File: src/rtl/bin_to_bcd_seq.sv
`default_nettype none
// ============================================================================
// Module   : bin_to_bcd_seq
// Function : Iterative double-dabble binary-to-BCD converter, one bit per
//            clock, start/busy/done handshake. Optional macro
//            BIN_TO_BCD_BLANK_EN adds a leading-zero blank mask output.
// Revision : 1.0 - initial release
// ============================================================================
module bin_to_bcd_seq #(
   parameter int BIN_W  = 8,
   parameter int DIGITS = 3
) (
   input  logic                  clk,
   input  logic                  reset,
   input  logic                  start,
   input  logic [BIN_W-1:0]      bin_in,
   output logic                  busy,
   output logic                  done,
   output logic [4*DIGITS-1:0]   bcd_out,
`ifdef BIN_TO_BCD_BLANK_EN
   output logic [DIGITS-1:0]     blank,
`endif
   output logic                  overflow
);

   localparam int C_SW    = 4 * DIGITS;
   localparam int C_CNT_W = $clog2(BIN_W + 1);

   typedef enum logic [0:0] {
      S_IDLE  = 1'b0,
      S_SHIFT = 1'b1
   } state_t;

   state_t              r_state;
   state_t              w_state_nxt;
   logic                w_accept;
   logic                w_last;

   logic [BIN_W-1:0]    r_shift;
   logic [C_SW-1:0]     r_scratch;
   logic                r_ovf;
   logic [C_CNT_W-1:0]  r_cnt;

   logic [C_SW-1:0]     w_adj;
   logic [C_SW-1:0]     w_scr_nxt;
   logic [BIN_W-1:0]    w_shift_nxt;
   logic                w_ovf_nxt;

   // Add-3 correction is applied to every digit before the shift.
   for (genvar i = 0; i < DIGITS; i++) begin : g_adj
      assign w_adj[4*i +: 4] = (r_scratch[4*i +: 4] >= 4'd5) ?
                               r_scratch[4*i +: 4] + 4'd3 :
                               r_scratch[4*i +: 4];
   end

   assign w_scr_nxt   = {w_adj[C_SW-2:0], r_shift[BIN_W-1]};
   assign w_shift_nxt = r_shift << 1;
   assign w_ovf_nxt   = r_ovf | w_adj[C_SW-1];

   always_ff @(posedge clk) begin
      if (reset) begin
         r_state <= S_IDLE;
      end else begin
         r_state <= w_state_nxt;
      end
   end

   always_comb begin
      w_state_nxt = r_state;
      w_accept    = 1'b0;
      w_last      = 1'b0;
      case (r_state)
         S_IDLE: begin
            if (start) begin
               w_accept    = 1'b1;
               w_state_nxt = S_SHIFT;
            end
         end
         S_SHIFT: begin
            if (r_cnt == C_CNT_W'(1)) begin
               w_last      = 1'b1;
               w_state_nxt = S_IDLE;
            end
         end
         default: w_state_nxt = S_IDLE;
      endcase
   end

`ifdef BIN_TO_BCD_BLANK_EN
   logic [DIGITS-1:0] w_blank;

   // Digit i is blanked when it and every higher digit are zero; the ones
   // digit is never blanked so a zero value still shows one "0".
   for (genvar i = 0; i < DIGITS; i++) begin : g_blank
      if (i == 0) begin : g_lsd
         assign w_blank[i] = 1'b0;
      end else begin : g_upper
         assign w_blank[i] = ~|w_scr_nxt[C_SW-1:4*i];
      end
   end

   always_ff @(posedge clk) begin
      if (reset) begin
         blank <= '0;
      end else if (w_last) begin
         blank <= w_blank;
      end
   end
`endif

   always_ff @(posedge clk) begin
      if (reset) begin
         r_shift   <= '0;
         r_scratch <= '0;
         r_ovf     <= 1'b0;
         r_cnt     <= '0;
         busy      <= 1'b0;
         done      <= 1'b0;
         bcd_out   <= '0;
         overflow  <= 1'b0;
      end else begin
         done <= 1'b0;
         if (w_accept) begin
            r_shift   <= bin_in;
            r_scratch <= '0;
            r_ovf     <= 1'b0;
            r_cnt     <= C_CNT_W'(BIN_W);
            busy      <= 1'b1;
         end else if (r_state == S_SHIFT) begin
            r_shift   <= w_shift_nxt;
            r_scratch <= w_scr_nxt;
            r_ovf     <= w_ovf_nxt;
            r_cnt     <= r_cnt - C_CNT_W'(1);
            if (w_last) begin
               bcd_out  <= w_scr_nxt;
               overflow <= w_ovf_nxt;
               done     <= 1'b1;
               busy     <= 1'b0;
            end
         end
      end
   end

endmodule
`default_nettype wire

File: config.mk
export PLATFORM = sky130hd
export DESIGN_NAME = bin_to_bcd_seq
export DESIGN_NICKNAME = d
export VERILOG_FILES = /design/src/rtl/bin_to_bcd_seq.sv
export SDC_FILE = /design/constraint.sdc
export NUM_CORES = 1
export LEC_CHECK = 0
export CAP_MARGIN = 20
export CORE_ASPECT_RATIO = 0.6
export CORE_MARGIN = 2
export CORE_UTILIZATION = 57
export DETAILED_ROUTE_END_ITERATION = 16
export PLACE_DENSITY = 0.93
export SLEW_MARGIN = 20
export SYNTH_ARGS = -nofsm -noshare
export SYNTH_HDL_FRONTEND = slang
export SYNTH_SLANG_ARGS = --single-unit
File: constraint.sdc
create_clock -name clk -period 2.25 [get_ports clk]
set_input_delay 0.675 -clock clk [delete_from_list [all_inputs] [get_ports clk]]
set_output_delay 0.675 -clock clk [all_outputs]
set_load 0.1 [all_outputs]
==> out/metrics.yaml <==
status: "finished clean"
p_per_area_mw_per_mm2: 679.7
die_x_um: 77.71
vias: 1517
startpoint: "reset"
grtUsageMet3_pct: 7.037
maxSlewViolCount: 0
root_buffer: "clkbuf_8"
fin_worst_skew_ps: 4.789
fin_nets: 252
synth-seq-cells: 41
fmax_ghz: 0.5452
overflow: 0
ys_seq_area_share_pct: 44.18
cts.sinks: 41
worst_ir_drop_vdd_mv: 0.4049
antenna_found_initial: 0
wl_per_cell_um: 13.71
yosysMostFrequentCell: "dfxtp_1"
syn_avg_cell_area_um2: 8.933
met2_usage_pct: 37.59
rrSetupSlack_ps: 530
gp_congestion: 0.8098
crit_path_max_fanout: 16
hpwlAfterDp_um: 2684
ctsLongestPathBuffers: 2
synthTopCellsByArea: "dfxtp_1 (44%), nor2_1 (6.5%), nand2b_1 (5.7%)"
netlist_area_mm2: 0.001858
p_switching_w: 0.0003885
max_cap_viol_count: 0
hold_class: "reg -> reg"
finalCriticalPeriod_ps: 1834
fillers: 227
synth-main-ff-cell: "dfxtp_1"
ios: 26
synth_warnings: 0
seqCellArea_um2: 820.8
antenna_left: 0
top_usage_layer: "met2"
worst_slew_pin_slew_ps: 561.2
viasPerCell: 5.496
drt_iter0_drc: 71
cp-endpoint: "r_scratch[2]"
drc: 0
drive_gt1_share_pct: 15.38
fin_setup_tns_ps: 0
multi_input_area_um2: 938.4
die_h_um: 48.23
syn2layout_area_growth_pct: 18.45
switching_share_pct: 25.97
hold_viol: 0
cp-end-kind: "register"
grt_first_pass_wirelength_um: 6127
reg2reg_from: "r_cnt[0]"
grtUsageTotal_pct: 21.50
post_cts_resized: 0
clockPowerShare_pct: 34.9
clkTransAtPathRegs_ps: 80
p_int_w: 0.001108
ys_async_sr_fraction_pct: 0
stdcell_count: 276
cts_tree: "yes"
post-route-util_pct: 73.75
post_cts_buffers: 0
num_antenna_cells: 0
synth_top_area_share_pct: 44.18
grt_max_degree: 42
leakage_nw: 0.8305
slowest_stage: "clkdlybuf4s50_1"
placementRows: 15
synth_nets: 227
numCtsBuffers: 5
initial_utilization_pct: 62.26
yosysTopAreaCell: "dfxtp_1"
cp.required_ps: 2400
slowest_delay_ps: 640
layout_worst_path_cycle_share_pct: 81.52
rsz0062_at_grt: "false"
final-setup-viol-count: 0
maxSlewHeadroom_pct: 62.59
core_area_mm2: 0.002984
reg2reg_to: "bcd_out[3]"
startpoint_type: "primary input"
hold_buffers: 0
clock_latency_ps: 290
die-area_mm2: 0.003747
criticalPathCategory: "in -> reg"
use_met1_pct: 26.23
dpl.cell_count: 268
reg2reg_depth: 5
ys_top_cells_by_count: "dfxtp_1 (41), nor2_1 (32), nand2b_1 (17), a21oi_1 (16), o22ai_1 (13)"
dr.pass1.iters: 4
port_buffers: 25
synth_cell_types: 29
syn_inst: 208
pwr-share-comb_pct: 13.7
grt_pass1_vias: 1374
cts_max_level: 2
pwr-share-seq_pct: 51.5
wirelength_um: 3784
crit_arrival_ps: 1980
synth_edf_count: 0
crit_chain: "clkdlybuf4s50_1 -> or2_1 -> o22ai_1"
[power groups by stage]
stage / clock (W) / sequential (W) / combinational [W]
floorplan: 0 / 0.000820 / 0.000116
global placement: 0 / 0.000786 / 0.000196
detailed placement: 0 / 0.000787 / 0.000203
CTS: 0.000524 / 0.000770 / 0.000204
global route: 0.000560 / 0.000773 / 0.000222
finish: 0.000521 / 0.000770 / 0.000205
[cell usage in the layout (no fill, tap or decap), types with 2 or more instances in the layout]
master / synthesis / routed
inv_1: 9 / 9
nand2_1: 10 / 10
nor3_1: 5 / 5
a21oi_1: 16 / 16
mux2i_1: 10 / 10
o21ai_0: 3 / 3
o21ai_1: 3 / 3
buf_4: 0 / 20
dfxtp_1: 41 / 41
nor3b_1: 3 / 3
mux2_1: 2 / 2
xnor2_1: 5 / 5
nor2_1: 32 / 32
nand2b_1: 17 / 17
o22ai_1: 13 / 13
a211oi_2: 2 / 2
a311oi_2: 3 / 3
clkbuf_8: 0 / 7
a211oi_1: 4 / 4
nand3_1: 3 / 3
ha_1: 8 / 8
clkdlybuf4s50_1: 0 / 10
[worst min-delay path by stage]
stage | start | end | slack, ps | cells after the start
6_report | bcd_out[9] | bcd_out[9] | 490 | 2
5_1_grt | bcd_out[1] | bcd_out[1] | 510 | 2
3_3_place_gp | r_ovf | overflow | 460 | 2
3_5_place_dp | bcd_out[9] | bcd_out[9] | 470 | 2
4_1_cts | bcd_out[9] | bcd_out[9] | 490 | 2
2_1_floorplan | r_ovf | overflow | 450 | 2
[layout make-up]
class                      instances  share of cell area [%]
multi-input combinational        145                   42.64
inverter                          10                   1.706
sequential                        41                   37.29
clock inverter                     1                  0.2274
clock buffer                       7                   4.377
tap                               42                   2.388
timing repair buffer              30                   11.37
[logic make-up after synthesis]
logic type                 Yosys count  share of synthesized area [%]
xor gates and xnor gates             6                          2.828
DFF                                 41                          44.18
buffers and inverters               22                          5.319
adders and majority gates            8                          5.387
muxes                               13                          7.205
and+or+nand+nor                     73                          18.92
AOI/OAI and AO/OA                   45                          16.16
[per-layer routing]
metal	wire length (µm)	vias to the layer above	part of all wire (%)
li1	-	767	-
met1	1852	710	49
met2	1714	35	45
met3	179	5	4.7
met4	38	0	1.0
met5	0	-	0
[sequential cells by signal, summed over array words and instances, names as in the netlist]
register,cells
r_shift,8
r_scratch,12
r_cnt,4
done,1
r_state,1
bcd_out,12
overflow,1
busy,1
r_ovf,1
[through the flow]
stage	area (µm²)	power, W	hold WS, ps	worst slack, ps
3_3_place_gp	2100	0.0009815	460.2	179.6
3_5_place_dp	2100	0.0009897	473.7	134.4
2_1_floorplan	1858	0.0009359	447.7	649.9
4_1_cts	2201	0.001498	486.3	454.8
6_report	2201	0.001496	487.3	415.8
5_1_grt	2201	0.001554	514.3	322.8
[critical path, delay by kind of cell]
family,cells,cell delay [ps]
buffers and inverters,1,640
AO/OA/AOI/OAI,1,140
AND/OR/NAND/NOR,1,520
No activity file was read; power rests on OpenSTA's default activity.
